`src/rtl/uart_tx_pkg.sv`:
```
// Shared constants and types for the memory-mapped UART transmitter.
// Register offsets are word indices on uart_addr[3:2].
package uart_tx_pkg;

    localparam logic [31:0] uart_base_addr = 32'h1000_0000;
    localparam logic [31:0] uart_top_addr  = 32'h1000_0010;

    localparam logic [1:0] uart_txdata  = 2'd0;
    localparam logic [1:0] uart_status  = 2'd1;
    localparam logic [1:0] uart_divisor = 2'd2;

    typedef enum logic [1:0] {IDLE, START, DATA, STOP} uart_state_t;

endpackage

```
`src/rtl/uart_tx_fifo.sv`:
```
// Byte-wide synchronous FIFO with occupancy count. A push while full
// and a pop while empty are both ignored.
module uart_tx_fifo #(
    parameter int DEPTH = 16
) (
    input  logic                     clock,
    input  logic                     reset,
    input  logic                     push,
    input  logic                     pop,
    input  logic [7:0]               wdata,
    output logic [7:0]               rdata,
    output logic                     full,
    output logic                     empty,
    output logic [$clog2(DEPTH):0]   count
);

    localparam int AW = $clog2(DEPTH);

    logic [7:0]    mem_q [DEPTH];
    logic [AW-1:0] wr_ptr_q, wr_ptr_d;
    logic [AW-1:0] rd_ptr_q, rd_ptr_d;
    logic [AW:0]   count_q, count_d;
    logic          do_push, do_pop;

    assign full    = (count_q == (AW+1)'(DEPTH));
    assign empty   = (count_q == '0);
    assign count   = count_q;
    assign rdata   = mem_q[rd_ptr_q];
    assign do_push = push && !full;
    assign do_pop  = pop && !empty;

    // Power-of-two depth lets the pointers wrap by natural overflow.
    always_comb begin
        wr_ptr_d = wr_ptr_q;
        rd_ptr_d = rd_ptr_q;
        count_d  = count_q;
        if (do_push) wr_ptr_d = wr_ptr_q + AW'(1);
        if (do_pop)  rd_ptr_d = rd_ptr_q + AW'(1);
        case ({do_push, do_pop})
            2'b10:   count_d = count_q + (AW+1)'(1);
            2'b01:   count_d = count_q - (AW+1)'(1);
            default: count_d = count_q;
        endcase
    end

    always_ff @(posedge clock or posedge reset) begin
        if (reset) begin
            wr_ptr_q <= '0;
            rd_ptr_q <= '0;
            count_q  <= '0;
        end else begin
            wr_ptr_q <= wr_ptr_d;
            rd_ptr_q <= rd_ptr_d;
            count_q  <= count_d;
        end
    end

    always_ff @(posedge clock) begin
        if (do_push) mem_q[wr_ptr_q] <= wdata;
    end

endmodule

```
`src/rtl/uart_tx.sv`:
```
// Memory-mapped 8N1 UART transmitter: bus responder, divisor register,
// TX FIFO and serialising FSM with a registered txd output.
module uart_tx
    import uart_tx_pkg::*;
#(
    parameter int          DEPTH      = 16,
    parameter logic [15:0] BAUD_RESET = 16'd867
) (
    input  logic        clock,
    input  logic        reset,
    input  logic        uart_valid,
    input  logic        uart_instr,
    input  logic [31:0] uart_addr,
    input  logic [31:0] uart_wdata,
    input  logic [3:0]  uart_wstrb,
    output logic [31:0] uart_rdata,
    output logic        uart_ready,
    output logic        uart_txd,
    output logic        uart_irq
);

    localparam int CW = $clog2(DEPTH) + 1;

    uart_state_t state_q, state_d;
    logic [15:0] divisor_q, divisor_d;
    logic [15:0] cnt_q, cnt_d;
    logic [2:0]  idx_q, idx_d;
    logic [7:0]  shift_q, shift_d;
    logic        txd_q, txd_d;
    logic        irq_q, irq_d;
    logic        ovf_q, ovf_d;
    logic        ready_q, ready_d;
    logic [31:0] rdata_q, rdata_d;

    logic          fifo_full, fifo_empty, push, pop, in_win, is_write, busy, bit_end;
    logic [7:0]    fifo_rdata;
    logic [CW-1:0] fifo_count;
    logic [1:0]    word;
    logic [31:0]   status;
    logic          unused_bits;

    assign unused_bits = ^{uart_instr, uart_addr[1:0], uart_wdata[31:16]};

    assign in_win   = (uart_addr < (uart_top_addr - uart_base_addr));
    assign word     = uart_addr[3:2];
    assign is_write = |uart_wstrb;
    assign push     = uart_valid && in_win && (word == uart_txdata) && uart_wstrb[0];
    assign pop      = (state_q == IDLE) && !fifo_empty;
    assign busy     = (state_q != IDLE);
    assign bit_end  = (cnt_q == 16'd0);
    assign status   = {16'h0, 8'(fifo_count), 4'h0, ovf_q, busy, fifo_empty, fifo_full};

    uart_tx_fifo #(.DEPTH(DEPTH)) u_fifo (
        .clock (clock),
        .reset (reset),
        .push  (push),
        .pop   (pop),
        .wdata (uart_wdata[7:0]),
        .rdata (fifo_rdata),
        .full  (fifo_full),
        .empty (fifo_empty),
        .count (fifo_count)
    );

    always_comb begin
        ready_d   = uart_valid;
        rdata_d   = 32'h0;
        divisor_d = divisor_q;
        ovf_d     = ovf_q;
        if (uart_valid && in_win && !is_write) begin
            case (word)
                uart_status:  rdata_d = status;
                uart_divisor: rdata_d = {16'h0, divisor_q};
                default:      rdata_d = 32'h0;
            endcase
        end
        if (uart_valid && in_win && word == uart_divisor) begin
            if (uart_wstrb[0]) divisor_d[7:0]  = uart_wdata[7:0];
            if (uart_wstrb[1]) divisor_d[15:8] = uart_wdata[15:8];
        end
        if (push && fifo_full) begin
            ovf_d = 1'b1;
        end else if (uart_valid && in_win && word == uart_status && uart_wstrb[0] && uart_wdata[3]) begin
            ovf_d = 1'b0;
        end
    end

    // txd_d is the line level for the state being entered, so txd stays glitch-free.
    always_comb begin
        state_d = state_q;
        cnt_d   = cnt_q;
        idx_d   = idx_q;
        shift_d = shift_q;
        txd_d   = txd_q;
        irq_d   = fifo_empty && !busy;
        case (state_q)
            IDLE: begin
                txd_d = 1'b1;
                if (pop) begin
                    shift_d = fifo_rdata;
                    cnt_d   = divisor_q;
                    state_d = START;
                    txd_d   = 1'b0;
                end
            end
            START: begin
                if (bit_end) begin
                    state_d = DATA;
                    cnt_d   = divisor_q;
                    idx_d   = 3'd0;
                    txd_d   = shift_q[0];
                end else begin
                    cnt_d = cnt_q - 16'd1;
                end
            end
            DATA: begin
                if (bit_end) begin
                    cnt_d = divisor_q;
                    if (idx_q == 3'd7) begin
                        state_d = STOP;
                        txd_d   = 1'b1;
                    end else begin
                        shift_d = shift_q >> 1;
                        idx_d   = idx_q + 3'd1;
                        txd_d   = shift_q[1];
                    end
                end else begin
                    cnt_d = cnt_q - 16'd1;
                end
            end
            STOP: begin
                if (bit_end) begin
                    state_d = IDLE;
                    txd_d   = 1'b1;
                end else begin
                    cnt_d = cnt_q - 16'd1;
                end
            end
            default: state_d = IDLE;
        endcase
    end

    always_ff @(posedge clock or posedge reset) begin
        if (reset) begin
            state_q   <= IDLE;
            divisor_q <= BAUD_RESET;
            cnt_q     <= 16'd0;
            idx_q     <= 3'd0;
            txd_q     <= 1'b1;
            irq_q     <= 1'b1;
            ovf_q     <= 1'b0;
            ready_q   <= 1'b0;
            rdata_q   <= 32'h0;
        end else begin
            state_q   <= state_d;
            divisor_q <= divisor_d;
            cnt_q     <= cnt_d;
            idx_q     <= idx_d;
            txd_q     <= txd_d;
            irq_q     <= irq_d;
            ovf_q     <= ovf_d;
            ready_q   <= ready_d;
            rdata_q   <= rdata_d;
        end
    end

    always_ff @(posedge clock) begin
        shift_q <= shift_d;
    end

    assign uart_txd   = txd_q;
    assign uart_irq   = irq_q;
    assign uart_ready = ready_q;
    assign uart_rdata = rdata_q;

endmodule

```
`config.mk`:
```
export PLATFORM = sky130hd
export DESIGN_NAME = uart_tx
export DESIGN_NICKNAME = d
export VERILOG_FILES = /design/src/rtl/uart_tx_pkg.sv /design/src/rtl/uart_tx_fifo.sv /design/src/rtl/uart_tx.sv
export SDC_FILE = /design/constraint.sdc
export NUM_CORES = 1
export LEC_CHECK = 0
export BUFFER_PORTS_ARGS = -buffer_cell sky130_fd_sc_hd__buf_2
export CORE_MARGIN = 5
export CORE_UTILIZATION = 63
export CTS_BUF_LIST = sky130_fd_sc_hd__clkbuf_8 sky130_fd_sc_hd__clkbuf_16
export DETAILED_ROUTE_END_ITERATION = 12
export PLACE_DENSITY = 0.91
export SLEW_MARGIN = 30
export SYNTH_ARGS = -nofsm -noshare
export SYNTH_HDL_FRONTEND = slang
export SYNTH_SLANG_ARGS = --single-unit
```
`constraint.sdc`:
```
create_clock -name clock -period 8.2 [get_ports clock]
set_input_delay 0.82 -clock clock [delete_from_list [all_inputs] [get_ports clock]]
set_output_delay 0.82 -clock clock [all_outputs]
set_load 0.05 [all_outputs]
```
==> metrics.txt, run 1 <==
# TYPE chip_impl_metric gauge
chip_impl_metric{name="final_hold_viol_count",unit=""} 0
chip_impl_info{name="ctsRootBufferMaster",value="clkbuf_16"} 1
chip_impl_metric{name="vias_in_the_first_global_route",unit=""} 5946
chip_impl_metric{name="routed_via_density",unit=""} 6.707
chip_impl_metric{name="place_congestion",unit=""} 0.9150
chip_impl_metric{name="wl_met3",unit="um"} 1694
chip_impl_metric{name="drtPass1Iterations",unit=""} 5
chip_impl_metric{name="fillCellCount",unit=""} 813
chip_impl_metric{name="cp.required",unit="ns"} 8.63
chip_impl_metric{name="global_route.overflow_total",unit=""} 0
chip_impl_metric{name="critPathMaxFanout",unit=""} 9
chip_impl_metric{name="clk_path_buf_depth",unit=""} 3
chip_impl_info{name="rsz0062_at_grt",value="no"} 1
chip_impl_metric{name="die_span_y",unit="um"} 130.4
chip_impl_metric{name="layout_min_cycle_time",unit="ns"} 3.548
chip_impl_metric{name="slew_headroom",unit="%"} 43.99
chip_impl_metric{name="slew_violations",unit=""} 0
chip_impl_metric{name="core_area",unit="mm^2"} 0.01437
chip_impl_metric{name="final.period_utilization",unit="%"} 43.26
chip_impl_metric{name="setup-violations-final",unit=""} 0
chip_impl_metric{name="synth-warning-count",unit=""} 0
chip_impl_metric{name="nets",unit=""} 775
chip_impl_metric{name="post_synth.cell_area_avg",unit="um^2"} 14.79
chip_impl_metric{name="clock_skew",unit="ns"} 0.01333
chip_impl_metric{name="cts.hold.buffers_added",unit=""} 0
chip_impl_metric{name="fin_area",unit="mm^2"} 0.01031
chip_impl_info{name="worst-setup-path-type",value="in -> reg"} 1
chip_impl_metric{name="clock_sink_count",unit=""} 206
chip_impl_metric{name="hpwlAfterDp",unit="um"} 13960
chip_impl_metric{name="routed_wire_length_per_instance",unit="um"} 24.67
chip_impl_metric{name="pin_count",unit=""} 107
chip_impl_metric{name="power_per_cell_area",unit="mW/mm^2"} 249.6
chip_impl_metric{name="grt_pass1_wl",unit="um"} 33200
chip_impl_metric{name="cts-resized-gates",unit=""} 0
chip_impl_info{name="worstReg2RegStart",value="state_q[0]"} 1
chip_impl_metric{name="met2WireLength",unit="um"} 10880
chip_impl_metric{name="max-cap-violations",unit=""} 0
chip_impl_metric{name="num_antenna_cells",unit=""} 0
chip_impl_metric{name="regArea",unit="mm^2"} 0.005847
chip_impl_info{name="status",value="finished, final reports clean"} 1
chip_impl_metric{name="layout_overhead_on_the_synthesized_area",unit="%"} 12.94
chip_impl_info{name="cp-startpoint",value="uart_addr[11]"} 1
chip_impl_metric{name="route.detailed.drc",unit=""} 0
chip_impl_metric{name="timing.setup.tns",unit="ns"} 0
chip_impl_metric{name="grt_antenna_before_repair",unit=""} 0
chip_impl_metric{name="drive_gt1_share",unit="%"} 28.25
chip_impl_metric{name="placement.io_buffers",unit=""} 71
chip_impl_metric{name="max_freq",unit="MHz"} 281.9
chip_impl_metric{name="total_standard_cell_area_after_synthesis",unit="mm^2"} 0.009125
chip_impl_metric{name="postSynth.asyncResetShare",unit="%"} 33.98
chip_impl_metric{name="gr-usage-all-layers",unit="%"} 25.82
chip_impl_metric{name="worst_pin_slew",unit="ns"} 0.8402
chip_impl_metric{name="std_cell_rows",unit=""} 44
chip_impl_info{name="setup.worst_path.end_class",value="flip-flop"} 1
chip_impl_info{name="cp-start-kind",value="input pin"} 1
chip_impl_metric{name="m1WireLength",unit="um"} 8215
chip_impl_metric{name="total_power",unit="mW"} 2.572
chip_impl_metric{name="post_cts.repair.setup_buffers",unit=""} 0
chip_impl_info{name="route.top_layer_used",value="met4"} 1
chip_impl_metric{name="clkLatencyLatePin",unit="ns"} 0.51
chip_impl_metric{name="synth_seq_cells",unit=""} 206
chip_impl_metric{name="power.leakage",unit="nW"} 4.100
chip_impl_info{name="dominantRegCellSynth",value="edfxtp_1"} 1
chip_impl_metric{name="die_width",unit="um"} 130.4
chip_impl_metric{name="first_iter_violations",unit=""} 763
chip_impl_metric{name="placed_area",unit="mm^2"} 0.009560
chip_impl_metric{name="dieArea",unit="mm^2"} 0.01699
chip_impl_metric{name="cts_made_buffers",unit=""} 22
chip_impl_metric{name="route.antenna.remaining_nets",unit=""} 0
chip_impl_metric{name="area_of_combinational_cells_with_multiple_inputs",unit="mm^2"} 0.003035
chip_impl_metric{name="initial_core_utilization",unit="%"} 63.51
chip_impl_metric{name="routed-via-count",unit=""} 5936
chip_impl_metric{name="clkSlewWorstSetupHoldPaths",unit="ns"} 0.06
chip_impl_metric{name="drt_wl_total",unit="um"} 21830
chip_impl_metric{name="synthesis.instances",unit=""} 617
chip_impl_metric{name="synth-edff-count",unit=""} 136
chip_impl_metric{name="peak_ir_drop_on_the_vdd_network",unit="mV"} 0.3172
chip_impl_info{name="cts_tree",value="done"} 1
chip_impl_metric{name="synth-seq-area-share",unit="%"} 64.06
chip_impl_metric{name="worst_ep_arrival_time",unit="ns"} 3.98
chip_impl_metric{name="cts-htree-levels",unit=""} 1
chip_impl_metric{name="grt_max_degree",unit=""} 71
chip_impl_info{name="hold_path.class",value="in -> async"} 1
chip_impl_metric{name="synth_cell_type_count",unit=""} 63
worst paths after layout:
| check | end | slack, ns | cells past startpoint |
|---|---|---|---|
| worst max register to register | u_fifo.count[4] | 4.74 | 12 |
| worst min register to register | ovf_q | 0.51 | 1 |
| max in group asynchronous | u_fifo.rd_ptr_q[0] | 7.21 | 3 |
| min in group clock | uart_ready | 0.45 | 1 |
| worst max-delay path | u_fifo.count[4] | 4.65 | 13 |
| worst min-delay path | u_fifo.wr_ptr_q[2] | 0.45 | 3 |
through the flow:
step	utilization (%)	hold WS [ns]	worst slack (ns)	std cells
CTS	71.64	0.4304	4.513	885
detailed placement	66.54	0.5005	4.087	845
floorplan	-	0.4667	4.832	632
global placement	66.40	0.4769	4.390	845
global route	71.73	0.4294	4.472	885
finish	71.73	0.4494	4.652	885
critical path, cell delays in order:
cell     delay (ns)
buf_2          0.10
nor4_1         0.44
nand4_1        0.27
nor4_4         0.58
inv_1          0.18
ha_1           0.35
xor2_1         0.19
ha_1           0.24
a21o_1         0.17
nand2_1        0.09
a21o_1         0.19
a31oi_1        0.21
xnor2_1        0.14
cell usage in the layout, fill, tap and decap left out, types with 5 or more instances in the layout:
master     synthesis  routed
nand2_1           30      30
a21oi_1            9       9
and3_1             7       7
o21ai_0           18      18
clkinv_2           0       5
mux2i_1            6       6
mux4_2            33      33
nand3_1           17      17
clkbuf_16          0      22
ha_1              18      18
nor3_1            15      11
dfrtp_1           62      61
edfxtp_1         136     136
mux2_2            26      26
dfstp_2            8       8
xnor2_1            9       9
inv_1             17      17
nor2_1            43      43
a211oi_1           5       5
a221oi_1           6       6
a21o_1             5       5
nor4_1            11      11
nor2b_1            5       5
a22oi_1           10      10
o221a_2            5       5
buf_2             11      71
nand4_1            7       7
and2_1             8       8
conb_1             1      16
logic make-up after synthesis:
kind of cell	synth area share [%]
compound gates	7.254
xor+xnor	1.248
fa+ha+maj	2.468
buf+inv	3.606
flops	64.06
mux	12.01
other cells	0.04110
simple gates	9.310
report_power, final:
group          internal [mW]  switching (mW)  total, mW  leakage, nW
clock network          0.590           0.407      0.997        0.366
logic                  0.195           0.214      0.409         1.60
registers               1.13          0.0396       1.17         2.14
metal layers:
metal | global-route usage [%] | vias up
met4 | 12.10 | 0
met5 | 0 | -
met1 | 34.33 | 2978
li1 | - | 2490
met3 | 4.871 | 93
met2 | 41.76 | 375
synthesized netlist by cell type (all sizes together), types with 8 or more instances:
cell type	number	area share, %
and2	9	0.64
clkbuf	14	0.58
edfxtp	136	45
ha	18	2.5
nand2	30	1.2
mux4	33	8.1
mux2	26	3.2
inv	17	0.70
a22oi	10	0.82
a21oi	9	0.49
nor2	43	1.8
nor4	13	1.1
nand3	17	0.93
dfstp	8	2.3
nor3	16	1.0
o21ai	18	0.99
xnor2	9	0.86
dfrtp	62	17
buf	33	2.3
final cells by class:
type,instances,share of cell area [%]
Inverter,17,0.6192
Tap cell,184,2.234
Clock buffer,26,5.876
Timing Repair Buffer,76,3.848
Sequential cell,206,56.73
Multi-Input combinational cell,362,29.45
Clock inverter,14,1.238
registers in the layout, indices dropped and copies added, names as in the netlist, 2 cells and up:
name / cells
shift_q: 8
u_fifo.rd_ptr_q: 4
state_q: 2
uart_rdata: 16
divisor_q: 16
cnt_q: 16
u_fifo.count: 5
u_fifo.wr_ptr_q: 4
u_fifo.mem_q: 128
idx_q: 3
(Power assumes the default switching activity.)
==> run 2: changes to the inputs <==
--- a/config.mk
+++ b/config.mk
@@ -7,10 +7,10 @@
 export LEC_CHECK = 0
 export BUFFER_PORTS_ARGS = -buffer_cell sky130_fd_sc_hd__buf_2
 export CORE_MARGIN = 5
-export CORE_UTILIZATION = 63
+export CORE_UTILIZATION = 53
 export CTS_BUF_LIST = sky130_fd_sc_hd__clkbuf_8 sky130_fd_sc_hd__clkbuf_16
 export DETAILED_ROUTE_END_ITERATION = 12
-export PLACE_DENSITY = 0.91
+export PLACE_DENSITY = 0.82
 export SLEW_MARGIN = 30
 export SYNTH_ARGS = -nofsm -noshare
 export SYNTH_HDL_FRONTEND = slang
==> constraint.sdc (replaced) <==
create_clock -name clock -period 2.9 [get_ports clock]
set_input_delay 0.29 -clock clock [delete_from_list [all_inputs] [get_ports clock]]
set_output_delay 0.29 -clock clock [all_outputs]
set_load 0.05 [all_outputs]
==> metrics.txt, run 2 (same netlist as run 1, synthesis figures left out) <==
# TYPE chip_impl_metric gauge
chip_impl_info{name="status",value="finished, final reports clean"} 1
chip_impl_metric{name="use_met1",unit="%"} 27.49
chip_impl_info{name="min_to",value="divisor_q[12]"} 1
chip_impl_metric{name="die_width",unit="um"} 141.2
chip_impl_metric{name="timing.setup.tns",unit="ns"} 0
chip_impl_metric{name="r2r.worst_path.cells",unit=""} 12
chip_impl_metric{name="max-cap-violations",unit=""} 0
chip_impl_metric{name="global_route.overflow_total",unit=""} 0
chip_impl_metric{name="slew_headroom",unit="%"} 46.38
chip_impl_metric{name="gr-usage-all-layers",unit="%"} 20.93
chip_impl_metric{name="layout_min_cycle_time",unit="ns"} 2.684
chip_impl_metric{name="drive_gt1_share",unit="%"} 31.17
chip_impl_metric{name="final.period_utilization",unit="%"} 92.55
chip_impl_metric{name="clkSlewWorstSetupHoldPaths",unit="ns"} 0.06
chip_impl_metric{name="cts-htree-levels",unit=""} 1
chip_impl_info{name="worst-setup-path-type",value="reg -> reg"} 1
chip_impl_metric{name="route.detailed.drc",unit=""} 0
chip_impl_metric{name="routed_wire_length_per_instance",unit="um"} 21.34
chip_impl_info{name="final_common_cell",value="edfxtp_1"} 1
chip_impl_info{name="cts_tree",value="done"} 1
chip_impl_metric{name="grt_util_met2",unit="%"} 36.82
chip_impl_metric{name="std_cell_rows",unit=""} 48
chip_impl_metric{name="max_freq",unit="MHz"} 372.6
chip_impl_metric{name="dieArea",unit="mm^2"} 0.01994
chip_impl_metric{name="peak_ir_drop_on_the_vdd_network",unit="mV"} 0.6757
chip_impl_metric{name="post_cts.repair.setup_buffers",unit=""} 0
chip_impl_info{name="mostFrequentLayoutCells",value="136 x edfxtp_1, 71 x buf_2, 61 x dfrtp_1, 43 x nor2_1, 39 x buf_4"} 1
chip_impl_metric{name="die_span_y",unit="um"} 141.2
chip_impl_metric{name="power_per_cell_area",unit="mW/mm^2"} 686.9
chip_impl_info{name="hold_path.startpoint",value="uart_wdata[12]"} 1
chip_impl_metric{name="final_core_utilization",unit="%"} 62.16
chip_impl_metric{name="largest_register_ffs",unit=""} 128
chip_impl_metric{name="fillCellCount",unit=""} 1227
chip_impl_metric{name="layout_overhead_on_the_synthesized_area",unit="%"} 16.59
chip_impl_metric{name="drt_wl_total",unit="um"} 20550
chip_impl_metric{name="cp.required",unit="ns"} 3.33
chip_impl_metric{name="power.leakage",unit="nW"} 4.263
chip_impl_metric{name="met3_track_demand_over_resource",unit="%"} 3.358
chip_impl_metric{name="cts_made_buffers",unit=""} 22
chip_impl_metric{name="grt_antenna_before_repair",unit=""} 0
chip_impl_metric{name="clk_path_buf_depth",unit=""} 3
chip_impl_metric{name="clkLatencyLatePin",unit="ns"} 0.50
chip_impl_metric{name="initial_core_utilization",unit="%"} 53.31
chip_impl_metric{name="ff2ff_setup_slack",unit="ns"} 0.22
chip_impl_metric{name="num_antenna_cells",unit=""} 0
chip_impl_info{name="crit_chain",value="or4_4 -> o21ai_1 -> nor4_4 -> inv_1 -> ha_1 -> xor2_1 -> ha_1 -> a21o_1 -> nand2_1 -> a21o_1 -> a31oi_1 -> xnor2_1"} 1
chip_impl_metric{name="place_congestion",unit=""} 0.9042
chip_impl_info{name="worstReg2RegStart",value="u_fifo.count[0]"} 1
chip_impl_metric{name="worst_ep_arrival_time",unit="ns"} 3.11
chip_impl_metric{name="routed-via-count",unit=""} 5789
chip_impl_metric{name="nets",unit=""} 812
chip_impl_metric{name="core_area",unit="mm^2"} 0.01712
chip_impl_info{name="ctsRootBufferMaster",value="clkbuf_16"} 1
chip_impl_info{name="top_usage_layer",value="met2"} 1
chip_impl_metric{name="clock_skew",unit="ns"} 0.01147
chip_impl_metric{name="hold_slack",unit="ns"} 0.02110
chip_impl_metric{name="grt_pass1_wl",unit="um"} 32930
chip_impl_info{name="regMostFlops",value="u_fifo.mem_q"} 1
chip_impl_metric{name="placement.io_buffers",unit=""} 71
chip_impl_metric{name="final_hold_viol_count",unit=""} 0
chip_impl_metric{name="route.antenna.remaining_nets",unit=""} 0
chip_impl_metric{name="slew_violations",unit=""} 0
chip_impl_info{name="reg2reg_to",value="u_fifo.count[4]"} 1
chip_impl_metric{name="critPathMaxFanout",unit=""} 4
chip_impl_metric{name="finalNonFillerCells",unit=""} 963
chip_impl_info{name="cp-startpoint",value="u_fifo.count[0]"} 1
chip_impl_info{name="cp-start-kind",value="flip-flop"} 1
chip_impl_metric{name="routed_via_density",unit=""} 6.011
chip_impl_metric{name="drtPass1Iterations",unit=""} 5
chip_impl_metric{name="clock_sink_count",unit=""} 206
chip_impl_metric{name="vias_in_the_first_global_route",unit=""} 6040
chip_impl_metric{name="worst_pin_slew",unit="ns"} 0.8043
chip_impl_metric{name="hpwlAfterDp",unit="um"} 13770
chip_impl_metric{name="setup-violations-final",unit=""} 0
chip_impl_metric{name="critical_path.max_stage_delay",unit="ns"} 0.57
chip_impl_info{name="setup.worst_path.end_class",value="flip-flop"} 1
chip_impl_metric{name="grt_max_degree",unit=""} 43
chip_impl_info{name="critPathSlowestCell",value="or4_4"} 1
chip_impl_info{name="rsz0062_at_grt",value="no"} 1
chip_impl_metric{name="pin_count",unit=""} 107
chip_impl_metric{name="min_path_cells",unit=""} 2
chip_impl_metric{name="dp.cells",unit=""} 921
chip_impl_info{name="hold_path.class",value="in -> reg"} 1
chip_impl_metric{name="first_iter_violations",unit=""} 613
==> run 2: cell count changes in the layout (fill, tap and decap cells not counted), sizes merged <==
cell         previous run  this run
buf                    76       111
clkbuf                 26        23
inv                    18        20
dlygate4sd3             0         2
clkinvlp                1         4
clkinv                 10         8
==> run 2: layout make-up <==
type | instances | area [um^2] | area share [%]
multi-input cells | 362 | 3015 | 28.34
clock inverters | 17 | 167.7 | 1.576
flip-flops and latches | 206 | 5847 | 54.96
inverters | 17 | 63.81 | 0.5998
repair buffers | 113 | 688.2 | 6.468
clock buffers | 23 | 575.6 | 5.410
well taps | 225 | 281.5 | 2.646
==> run 2: how the worst max path moves through the flow <==
| stage | to | slack [ns] | cells past startpoint |
|---|---|---|---|
| 6_report | u_fifo.count[4] | 0.22 | 12 |
| 5_1_grt | u_fifo.count[4] | 0.02 | 14 |
| 4_1_cts | u_fifo.count[4] | 0.20 | 12 |
| 3_5_place_dp | u_fifo.count[4] | 0.20 | 13 |
| 3_3_place_gp | u_fifo.count[4] | 0.31 | 13 |
| 2_1_floorplan | u_fifo.count[4] | 0.04 | 14 |
==> run 2: where the power goes <==
group	internal (mW)	switching (mW)
logic	0.610	0.587
registers	3.19	0.124
clock network	1.64	1.16
==> run 2: per-layer routing <==
layer	share of wire, %	vias up
met1	38	2946
met3	6.1	43
met4	2.4	0
met2	53	232
met5	0	-
li1	-	2568
==> run 2: through the flow <==
| step | power, mW | area (um^2) | setup WS (ns) |
|---|---|---|---|
| 6_report | 7.308 | 10640 | 0.2162 |
| 5_1_grt | 7.608 | 10640 | 0.02239 |
| 4_1_cts | 7.364 | 10630 | 0.1986 |
| 3_5_place_dp | 4.554 | 9867 | 0.2031 |
| 3_3_place_gp | 4.498 | 9867 | 0.3086 |
| 2_1_floorplan | 4.231 | 9181 | 0.04345 |
==> run 2: critical path: cells and delay by family, from the launching register on <==
family	cells	cell delay, ns
adders and majority gates	2	0.42
buffers and inverters	1	0.08
and+or+nand+nor	3	0.70
DFF	1	0.37
xor gates and xnor gates	2	0.30
AOI/OAI and AO/OA	4	0.74
==> run 2: what timing repair did <==
item	in CTS	in global routing
hold buffers	2	0
endpoints found under the hold margin	24	0
setup endpoints to repair	0	1
resized for setup	0	2
